[src/rtl/serial_pkg.sv]
// ---------------------------------------------------------------------------
// serial_pkg
//
// Shared definitions for the bitstream serializer:
//   - state_t       : shifter state (IDLE = shifter empty, SHIFT = word in flight)
//   - DEFAULT_WIDTH : default number of bits per parallel word
//   - head_bit()    : selects which end of the shift register is on the wire
// ---------------------------------------------------------------------------
package serial_pkg;

  localparam int DEFAULT_WIDTH = 8;

  typedef enum logic {
    IDLE  = 1'b0,
    SHIFT = 1'b1
  } state_t;

  // The bit currently presented on the serial output. With MSB-first order
  // the word drains from the top, otherwise from the bottom.
  function automatic logic head_bit(input logic msb_first,
                                    input logic msb,
                                    input logic lsb);
    return msb_first ? msb : lsb;
  endfunction

endpackage

[src/rtl/bitstream_serializer.sv]
// ---------------------------------------------------------------------------
// bitstream_serializer
//
// Accepts parallel words over a valid/ready handshake and shifts them out one
// bit per clock. A single holding register sits in front of the shifter so
// that the next word can be waiting when the current one finishes, giving a
// gapless stream at one bit per clock.
//
// Parameters:
//   WIDTH     : bits per input word (>= 2)
//   MSB_FIRST : 1 = bit WIDTH-1 leaves first, 0 = bit 0 leaves first
//
// Ports:
//   clk       : system clock, rising edge
//   rst       : asynchronous active-high reset
//   in_valid  : in_data is presented
//   in_ready  : a word can be accepted this cycle (holding register empty)
//   in_data   : parallel word to serialize
//   x         : serial bit, 0 whenever x_valid is 0
//   x_valid   : x carries a data bit this cycle
//   word_done : one-cycle pulse with the last bit of each word
//   busy      : shifter active or holding register occupied
// ---------------------------------------------------------------------------
module bitstream_serializer
  import serial_pkg::*;
#(
  parameter int WIDTH     = DEFAULT_WIDTH,
  parameter bit MSB_FIRST = 1'b1
) (
  input  logic             clk,
  input  logic             rst,
  input  logic             in_valid,
  output logic             in_ready,
  input  logic [WIDTH-1:0] in_data,
  output logic             x,
  output logic             x_valid,
  output logic             word_done,
  output logic             busy
);

  localparam int CW = (WIDTH > 1) ? $clog2(WIDTH) : 1;
  localparam logic [CW-1:0] LAST = CW'(WIDTH - 1);

  state_t           state_reg, state_next;
  logic [CW-1:0]    cnt_reg, cnt_next;
  logic [WIDTH-1:0] shift_reg, shift_next;
  logic [WIDTH-1:0] hold_reg, hold_next;
  logic             hold_valid_reg, hold_valid_next;

  logic             accept;
  logic [WIDTH-1:0] shifted;

  // in_ready depends only on registered state, so there is no combinational
  // path from in_valid back to in_ready.
  assign in_ready = !hold_valid_reg;
  assign accept   = in_valid && !hold_valid_reg;

  // Shift register advanced by one position toward the head end; the vacated
  // end fills with zero so no stale data ever reaches the output.
  genvar gi;
  generate
    for (gi = 0; gi < WIDTH; gi++) begin : g_shift
      if (MSB_FIRST) begin : g_msb
        if (gi == 0) begin : g_fill
          assign shifted[gi] = 1'b0;
        end else begin : g_move
          assign shifted[gi] = shift_reg[gi-1];
        end
      end else begin : g_lsb
        if (gi == WIDTH - 1) begin : g_fill
          assign shifted[gi] = 1'b0;
        end else begin : g_move
          assign shifted[gi] = shift_reg[gi+1];
        end
      end
    end
  endgenerate

  // State register and datapath registers.
  always_ff @(posedge clk or posedge rst) begin
    if (rst) begin
      state_reg      <= IDLE;
      cnt_reg        <= '0;
      shift_reg      <= '0;
      hold_reg       <= '0;
      hold_valid_reg <= 1'b0;
    end else begin
      state_reg      <= state_next;
      cnt_reg        <= cnt_next;
      shift_reg      <= shift_next;
      hold_reg       <= hold_next;
      hold_valid_reg <= hold_valid_next;
    end
  end

  // Next-state logic. Accepting a word and draining the holding register are
  // mutually exclusive: accepting needs hold empty, draining needs it full.
  always_comb begin
    state_next      = state_reg;
    cnt_next        = cnt_reg;
    shift_next      = shift_reg;
    hold_next       = hold_reg;
    hold_valid_next = hold_valid_reg;

    if (accept) begin
      hold_next       = in_data;
      hold_valid_next = 1'b1;
    end

    case (state_reg)
      IDLE: begin
        if (hold_valid_reg) begin
          shift_next      = hold_reg;
          cnt_next        = '0;
          hold_valid_next = 1'b0;
          state_next      = SHIFT;
        end
      end

      SHIFT: begin
        if (cnt_reg != LAST) begin
          shift_next = shifted;
          cnt_next   = cnt_reg + CW'(1);
        end else if (hold_valid_reg) begin
          // Last bit on the wire now; reload so the next word's first bit
          // follows on the very next cycle.
          shift_next      = hold_reg;
          cnt_next        = '0;
          hold_valid_next = 1'b0;
        end else begin
          shift_next = '0;
          cnt_next   = '0;
          state_next = IDLE;
        end
      end

      default: begin
        state_next = IDLE;
        cnt_next   = '0;
        shift_next = '0;
      end
    endcase
  end

  // Outputs are decoded purely from registered state.
  assign x_valid   = (state_reg == SHIFT);
  assign x         = x_valid && head_bit(MSB_FIRST, shift_reg[WIDTH-1], shift_reg[0]);
  assign word_done = (state_reg == SHIFT) && (cnt_reg == LAST);
  assign busy      = (state_reg == SHIFT) || hold_valid_reg;

endmodule

[config.mk]
export PLATFORM = sky130hd
export DESIGN_NAME = bitstream_serializer
export DESIGN_NICKNAME = d
export VERILOG_FILES = /design/src/rtl/serial_pkg.sv /design/src/rtl/bitstream_serializer.sv
export SDC_FILE = /design/constraint.sdc
export NUM_CORES = 1
export LEC_CHECK = 0
export ABC_AREA = 1
export CORE_MARGIN = 1.5
export CORE_UTILIZATION = 49
export CTS_BUF_LIST = sky130_fd_sc_hd__clkbuf_8
export CTS_CLUSTER_SIZE = 16
export DETAILED_ROUTE_END_ITERATION = 6
export PLACE_DENSITY = 0.79
export SETUP_SLACK_MARGIN = 0.02
export SLEW_MARGIN = 20
export SYNTH_ARGS = -nofsm -noshare
export SYNTH_HDL_FRONTEND = slang
export SYNTH_SLANG_ARGS = --single-unit
[constraint.sdc]
create_clock -name clk -period 1.3 [get_ports clk]
set_input_delay 0.26 -clock clk [delete_from_list [all_inputs] [get_ports clk]]
set_output_delay 0.26 -clock clk [all_outputs]
set_load 0.05 [all_outputs]
After elaboration in Yosys (flattened, before gate mapping)
Cells that the tools add are included.

word-level totals
  bits of input ports = 11
  word-level logic and storage cells = 29
  flip-flop bits (word level) = 21
  output and inout port bits = 5

cells by class
  add/sub/neg operators = 1
  bitwise operators = 1
  reductions and logical operators = 5
  equal/unequal tests = 3
  multiplexer cells = 14

operators with widths
  operator                                      number
  2-to-1 mux 8 bit                              3
  case mux 8 bit (2 select lines)               1
  2-to-1 mux 3 bit                              2
  case mux 3 bit (2 select lines)               1
  2-to-1 mux 1 bit                              5
  case mux 1 bit (2 select lines)               2
  adder 3 x 1 -> 3 bit (second input constant)  1
  equality test 3 bit (second input constant)   1
  logical AND 1 bit                             3
  != test 3 bit (second input constant)         1
  != test 2 bit (second input constant)         1
  zero test 1 bit                               1
  logical OR 1 bit                              1
  inverter 1 bit                                1

Depth between registers and ports, before layout
Gate-level depths: netlist of the first run.

  depth after elaboration = 6
  depth in mapped cells = 7
  depth with buffers taken out = 7

Worst setup path after synthesis of the first run
No wires, ideal clock.

  path type = register -> output
  start point = reg state_reg (netlist: x_valid)
  end point = out x
  path buffers = 2
  data required time = 1.040 ns
  stages on the path, launching flop included = 5
  data arrival time = 1.360 ns
  slack = -0.320 ns
  cells stage by stage = dfrtp_1 > buf_6 > buf_2 > nand2_1 > inv_1

on the way
  cells in the longest elaborated chain, start to end = 1

ends and longest elaborated chain
  element                 RTL line                     text
  start, declared         bitstream_serializer.sv:44   state_t state_reg, state_next;
  start signal, assigned  bitstream_serializer.sv:88   state_reg <= state_next;
  logical AND 1 bit       bitstream_serializer.sv:147  assign x = x_valid && head_bit(MSB_FIRST, shift_reg[WIDTH-1], shift_reg[0]);
  end, declared           bitstream_serializer.sv:35   output logic x,

No other way between the ends.

Worst setup path in the final report of the first run
  start point = reg cnt_reg[1]
  end point = out word_done

on the way
  cells in the longest elaborated chain, start to end = 2

ends and longest elaborated chain
  element                 RTL line                     text
  start, declared         bitstream_serializer.sv:45   logic [CW-1:0] cnt_reg, cnt_next;
  start signal, assigned  bitstream_serializer.sv:89   cnt_reg <= cnt_next;
  equality test 3 bit     bitstream_serializer.sv:148  assign word_done = (state_reg == SHIFT) && (cnt_reg == LAST);
  logical AND 1 bit       bitstream_serializer.sv:148
  end, declared           bitstream_serializer.sv:37   output logic word_done,

No other way between the ends.

==> results of run 1 <==
==> what timing repair did <==
action | in CTS | in global routing
setup endpoints to repair | 13 | 15
resized for setup | 21 | 16
pin swaps | 6 | 5
buffers inserted | 7 | 1
==> cell type report <==
class                      instances  area (sq um)  area share [%]
clock buffer                       3          41.3            2.68
clock inverter                     1          3.75           0.243
inverter                          13          68.8            4.46
multi-input combinational         77           509            33.0
sequential                        21           528            34.2
tap                               27          33.8            2.19
timing repair buffer              33           358            23.2
==> synthesized netlist by cell type <==
master	number
sky130_fd_sc_hd__nand2_1	29
sky130_fd_sc_hd__nand3_1	23
sky130_fd_sc_hd__dfrtp_1	21
sky130_fd_sc_hd__nor2_1	8
sky130_fd_sc_hd__inv_1	7
sky130_fd_sc_hd__inv_2	6
sky130_fd_sc_hd__a21oi_1	5
sky130_fd_sc_hd__buf_2	3
sky130_fd_sc_hd__ha_1	3
sky130_fd_sc_hd__a21oi_2	2
sky130_fd_sc_hd__a22o_1	2
sky130_fd_sc_hd__buf_6	2
sky130_fd_sc_hd__nand2_2	2
sky130_fd_sc_hd__o21ai_1	2
sky130_fd_sc_hd__nor2_4	1
==> tightest hold or removal path, stage by stage <==
cell,delay [ns]
sky130_fd_sc_hd__clkdlybuf4s50_1,0.40
sky130_fd_sc_hd__inv_1,0.05
sky130_fd_sc_hd__buf_4,0.27
==> final timing paths <==
path                        startpoint            to  slack, ns  cells past startpoint
min in group clk           hold_reg[6]   hold_reg[6]       0.48                      2
min                                rst   hold_reg[5]       0.33                      3
max                         cnt_reg[1]     word_done      -0.29                      5
max reg2reg                 cnt_reg[1]  shift_reg[6]      -0.26                     10
min reg2reg                hold_reg[6]   hold_reg[6]       0.48                      2
max in group asynchronous          rst       x_valid       0.74                      3
==> report_power, final <==
group | switching [W] | internal (W)
combinational | 0.00103 | 0.000955
clock | 0.000211 | 0.000211
sequential | 0.000234 | 0.000940
total | 0.00148 | 0.00211
==> per-layer routing <==
metal	global-route usage, %	up-vias	wire, um	share of wire (%)
met2	38.9	21	1240	53
met5	0	-	0	0
li1	-	433	-	-
met1	28.0	433	985	42
met3	2.59	8	64	2.7
met4	11.9	0	70	3.0
==> kinds of logic after synthesis <==
kind of cell	count (synthesis)
simple gates	63
flops	21
buf+inv	18
compound gates	11
fa+ha+maj	3
==> through the flow <==
stage | TNS, ns | cells | power [W] | setup WS (ns) | hold WS, ns
floorplan | -0.146 | 116 | 0.00214 | -0.0459 | 0.236
global placement | -0.246 | 164 | 0.00263 | -0.0375 | 0.454
detailed placement | -0.833 | 164 | 0.00272 | -0.117 | 0.463
CTS | -1.90 | 175 | 0.00342 | -0.290 | 0.333
global route | -2.70 | 175 | 0.00381 | -0.328 | 0.393
finish | -2.10 | 175 | 0.00358 | -0.286 | 0.328
==> impl_metrics.env, run 1 <==
export IMPL_status="finished, violations left"
export IMPL_violations_in_the_final_reports="negative setup slack"
export IMPL_crit_path_cell_trace="ha_2 -> ha_4 -> nand2_4 -> clkinvlp_4 -> buf_12"
export IMPL_arrival_ns=1.33
export IMPL_placementRows=16
export IMPL_adder_cell_area_share_of_the_yosys_netlist_pct=3.76
export IMPL_synth_simple_gate_area_share_pct=27.9
export IMPL_finClkSkew_ns=0.00450
export IMPL_cts_hold_buffers_added=0
export IMPL_post_drt_via_cell_ratio=5.11
export IMPL_timing_hold_worst_class="in2async"
export IMPL_synthesis_area_per_instance_sq_um=8.60
export IMPL_synthXorXnorAreaFrac_pct=0
export IMPL_maxSlewViolCount=0
export IMPL_power_per_cell_area_nw_per_um2=2320
export IMPL_io_pin_count=16
export IMPL_critical_path_peak_fanout=2
export IMPL_final_common_cell="sky130_fd_sc_hd__nand2_1"
export IMPL_ys_warn_count=0
export IMPL_clock_path_buffers=2
export IMPL_kind_of_start_point_of_the_critical_path="flip-flop"
export IMPL_remaining_number_of_nets_flagged_by_the_antenna_check_after_routing=0
export IMPL_grt_max_degree=22
export IMPL_routabilityCongestion=0.785
export IMPL_tritoncts="built"
export IMPL_path_clk_slew_ns=0.08
export IMPL_filler_cell_count=121
export IMPL_vias=895
export IMPL_cpMaxStageDelayCell="sky130_fd_sc_hd__dfrtp_1"
export IMPL_slew_headroom_pct=81.6
export IMPL_synth_top_cell_area_share_pct=52.7
export IMPL_die_h_um=48.1
export IMPL_antenna_found_initial=0
export IMPL_drc_errors=0
export IMPL_synth_compound_area_share_pct=7.03
export IMPL_post_synth_instance_area_sq_um=997
export IMPL_crit_required_ns=1.04
export IMPL_final_cell_mix="sky130_fd_sc_hd__nand2_1 (25), sky130_fd_sc_hd__dfrtp_1 (19), sky130_fd_sc_hd__nand3_1 (16)"
export IMPL_synth_seq_area_share_pct=52.7
export IMPL_final_setup_worst_slack_ns=-0.286
export IMPL_maxCapViolations=0
export IMPL_rsz_0062_raised_after_global_routing="true"
export IMPL_half_perimeter_wire_length_after_placement_um=1490
export IMPL_worstPathBufferInverterCount=2
export IMPL_total_congestion_overflow_after_global_routing=0
export IMPL_core_area_sq_um=1940
export IMPL_grt_use_total_pct=22.7
export IMPL_final_min_clock_period_ns=1.59
export IMPL_design_die_area_sq_um=2310
export IMPL_post_drt_wl_per_cell_um=13.5
export IMPL_drt_iter0_markers=10
export IMPL_root_buffer="sky130_fd_sc_hd__clkbuf_8"
export IMPL_final_util_pct=79.4
export IMPL_timing_worst_slew_pin_value_ns=0.275
export IMPL_final_setup_viol_count=13
export IMPL_initial_core_util_pct=51.4
export IMPL_combinational_family_with_the_most_area_after_synthesis="simple AND/OR/NAND/NOR gates"
export IMPL_critical_path_top_delay_family="flip-flops"
export IMPL_antenna_cells_inserted=0
export IMPL_crit_path_max_incr_delay_ns=0.39
export IMPL_yosys_area_top_type="sky130_fd_sc_hd__dfrtp_1"
export IMPL_grt_pass1_wl_um=3570
export IMPL_post_synth_main_area_contributors="sky130_fd_sc_hd__dfrtp_1 (53%), sky130_fd_sc_hd__nand3_1 (12%), sky130_fd_sc_hd__nand2_1 (11%)"
export IMPL_detail_route_first_pass_iterations=4
export IMPL_placedInstanceArea_sq_um=1300
export IMPL_timing_final_crit_share_pct=122
export IMPL_number_of_cts_inserted_buffers=3
export IMPL_syn2layout_area_growth_pct=54.7
export IMPL_synth_ff_latch_count=21
export IMPL_synth_mux_area_fraction_pct=0
export IMPL_gate_count_of_the_mapped_netlist=116
export IMPL_vdd_ir_drop_worst_v=0.00160
export IMPL_fmax_mhz=630
export IMPL_report_final_hold_viol_count=0
export IMPL_h_tree_depth=1
export IMPL_critPathKind="reg2out"
export IMPL_nNetsFinal=163
export IMPL_critPathCaptureType="primary output"
export IMPL_final_design_area_no_fill_sq_um=1540
export IMPL_clk_insertion_delay_late_ns=0.26
export IMPL_tritoncts_num_sinks=21
export IMPL_postSynthNetCount=130
export IMPL_final_layout_size_suffix_gt1_share_pct=42.6
export IMPL_first_global_vias=802
export IMPL_ys_types=15
export IMPL_dieWidth_um=48.1
export IMPL_routed_wirelength_um=2360
export IMPL_p_leak_nw=0.731
export IMPL_port_buffer_cells=15
(Power assumes the default switching activity.)
==> inputs of run 2 (changes only) <==
SKIP_CTS_REPAIR_TIMING = 1   (was default)
==> run 2 against run 1 <==
The flow still finishes with violations (negative setup slack). Non-clock buffer count grew 2. Routed wire length hardly changed. Combinational power hardly changed. Worst hold slack worse by 0.0043 ns. Sequential share of layout area is 0.45 points higher. Cell count increased by 1.1%. Utilization shrank 1.0 points. Register-to-register slack improved by 0.11 ns. Critical path type unchanged. Largest cell class unchanged.
==> impl_metrics.env, run 2 (synthesis results as in run 1) <==
export IMPL_violations_in_the_final_reports="negative setup slack"
export IMPL_timing_final_crit_share_pct=121
export IMPL_fmax_mhz=637
export IMPL_met2_layer_wire_length_in_the_routed_design_um=1250
export IMPL_io_pin_count=16
export IMPL_maxSlewViolCount=0
export IMPL_post_place_cells=164
export IMPL_nNetsFinal=165
export IMPL_routed_top_layer="met4"
export IMPL_core_area_sq_um=1940
export IMPL_vdd_ir_drop_worst_v=0.00172
export IMPL_final_setup_worst_slack_ns=-0.271
export IMPL_arrival_ns=1.31
export IMPL_tritoncts="built"
export IMPL_wl_met1_um=971
export IMPL_detail_route_first_pass_iterations=5
export IMPL_syn2layout_area_growth_pct=52.7
export IMPL_remaining_number_of_nets_flagged_by_the_antenna_check_after_routing=0
export IMPL_post_drt_wl_per_cell_um=13.3
export IMPL_rsz_0062_raised_after_global_routing="true"
export IMPL_post_layout_nonfiller_instances=177
export IMPL_report_final_hold_viol_count=0
export IMPL_design_die_area_sq_um=2310
export IMPL_timing_worst_slew_pin_value_ns=0.272
export IMPL_finClkSkew_ns=0.00340
export IMPL_post_drt_via_cell_ratio=5.10
export IMPL_critPathCaptureType="primary output"
export IMPL_grt_use_total_pct=20.1
export IMPL_critPathKind="reg2out"
export IMPL_tritoncts_num_sinks=21
export IMPL_placementRows=16
export IMPL_final_util_pct=78.4
export IMPL_timing_hold_worst_class="in2async"
export IMPL_final_cell_mix="sky130_fd_sc_hd__nand2_1 (26), sky130_fd_sc_hd__nand3_1 (21), sky130_fd_sc_hd__dfrtp_1 (19)"
export IMPL_drc_errors=0
export IMPL_initial_core_util_pct=51.4
export IMPL_final_setup_viol_count=11
export IMPL_power_per_cell_area_nw_per_um2=2370
export IMPL_crit_required_ns=1.04
export IMPL_path_clk_slew_ns=0.08
export IMPL_post_place_ws_ns=-0.117
export IMPL_final_min_clock_period_ns=1.57
export IMPL_critical_path_peak_fanout=2
export IMPL_grt_max_degree=22
export IMPL_h_tree_depth=1
export IMPL_clock_path_buffers=2
export IMPL_routed_wirelength_um=2360
export IMPL_dieWidth_um=48.1
export IMPL_antenna_cells_inserted=0
export IMPL_number_of_cts_inserted_buffers=3
export IMPL_status="finished, violations left"
export IMPL_slew_headroom_pct=81.8
export IMPL_antenna_found_initial=0
export IMPL_drt_iter0_markers=25
export IMPL_die_h_um=48.1
export IMPL_root_buffer="sky130_fd_sc_hd__clkbuf_8"
export IMPL_clk_insertion_delay_late_ns=0.26
export IMPL_kind_of_start_point_of_the_critical_path="flip-flop"
export IMPL_final_layout_size_suffix_gt1_share_pct=37.3
export IMPL_total_congestion_overflow_after_global_routing=0
export IMPL_maxCapViolations=0
export IMPL_setup_tns_final_ns=-1.36
export IMPL_grt_pass1_wl_um=3160
export IMPL_first_global_vias=757
export IMPL_p_leak_nw=0.731
export IMPL_vias=903
export IMPL_routabilityCongestion=0.785
export IMPL_port_buffer_cells=15
export IMPL_half_perimeter_wire_length_after_placement_um=1490
export IMPL_final_common_cell="sky130_fd_sc_hd__nand2_1"
export IMPL_routed_wl_met3_um=76
[run 2: cell count changes in the layout (fill, tap and decap cells not counted), sizes merged]
cell | before | now
buf | 23 | 25
inv | 12 | 11
clkinv | 0 | 1
[run 2: per-layer routing]
metal  vias to the layer above  track usage [%]
met5                         -                0
met4                         0             12.4
met3                         8             2.96
met2                        27             34.9
met1                       427             23.0
li1                        441                -
[run 2: worst max-delay path, cell delays in order (launching register included)]
cell and delay, ns:
sky130_fd_sc_hd__dfrtp_1 0.41, sky130_fd_sc_hd__ha_4 0.18, sky130_fd_sc_hd__ha_4 0.16, sky130_fd_sc_hd__nand2_4 0.06, sky130_fd_sc_hd__clkinvlp_4 0.09, sky130_fd_sc_hd__buf_12 0.15
[run 2: path summary, 6_finish.rpt]
path	startpoint	end	slack, ns	cells past startpoint
max	cnt_reg[0]	word_done	-0.27	5
min	rst	hold_reg[7]	0.32	3
max reg2reg	cnt_reg[0]	shift_reg[3]	-0.15	9
min reg2reg	hold_reg[7]	hold_reg[7]	0.48	2
max in group asynchronous	rst	x_valid	0.74	3
min in group clk	hold_reg[7]	hold_reg[7]	0.48	2
[run 2: cell type report]
| type | instances | area (sq um) |
|---|---|---|
| repair buffers | 35 | 369 |
| clock buffers | 3 | 41.3 |
| multi-input cells | 77 | 478 |
| well taps | 27 | 33.8 |
| clock inverters | 1 | 3.75 |
| flip-flops and latches | 21 | 528 |
| fillers | 125 | 419 |
| inverters | 13 | 68.8 |
[run 2: through the flow]
step / hold WS (ns) / instance area (sq um) / total power, W
6_report: 0.324 / 1520 / 0.00361
5_1_grt: 0.393 / 1520 / 0.00384
4_1_cts: 0.333 / 1350 / 0.00314
3_5_place_dp: 0.463 / 1300 / 0.00272
3_3_place_gp: 0.454 / 1300 / 0.00263
2_1_floorplan: 0.236 / 1040 / 0.00214
[run 2: power breakdown]
part	internal [W]	switching, W	total [W]
sequential	0.000939	0.000226	0.00117
clock	0.000211	0.000219	0.000430
combinational	0.000991	0.00102	0.00201
total	0.00214	0.00146	0.00361
==> inputs of run 3 (changes only) <==
CAP_MARGIN = 20   (was default)
==> results of run 3 <==
No change in the layout: final DEF, timing and power equal those of run 2.
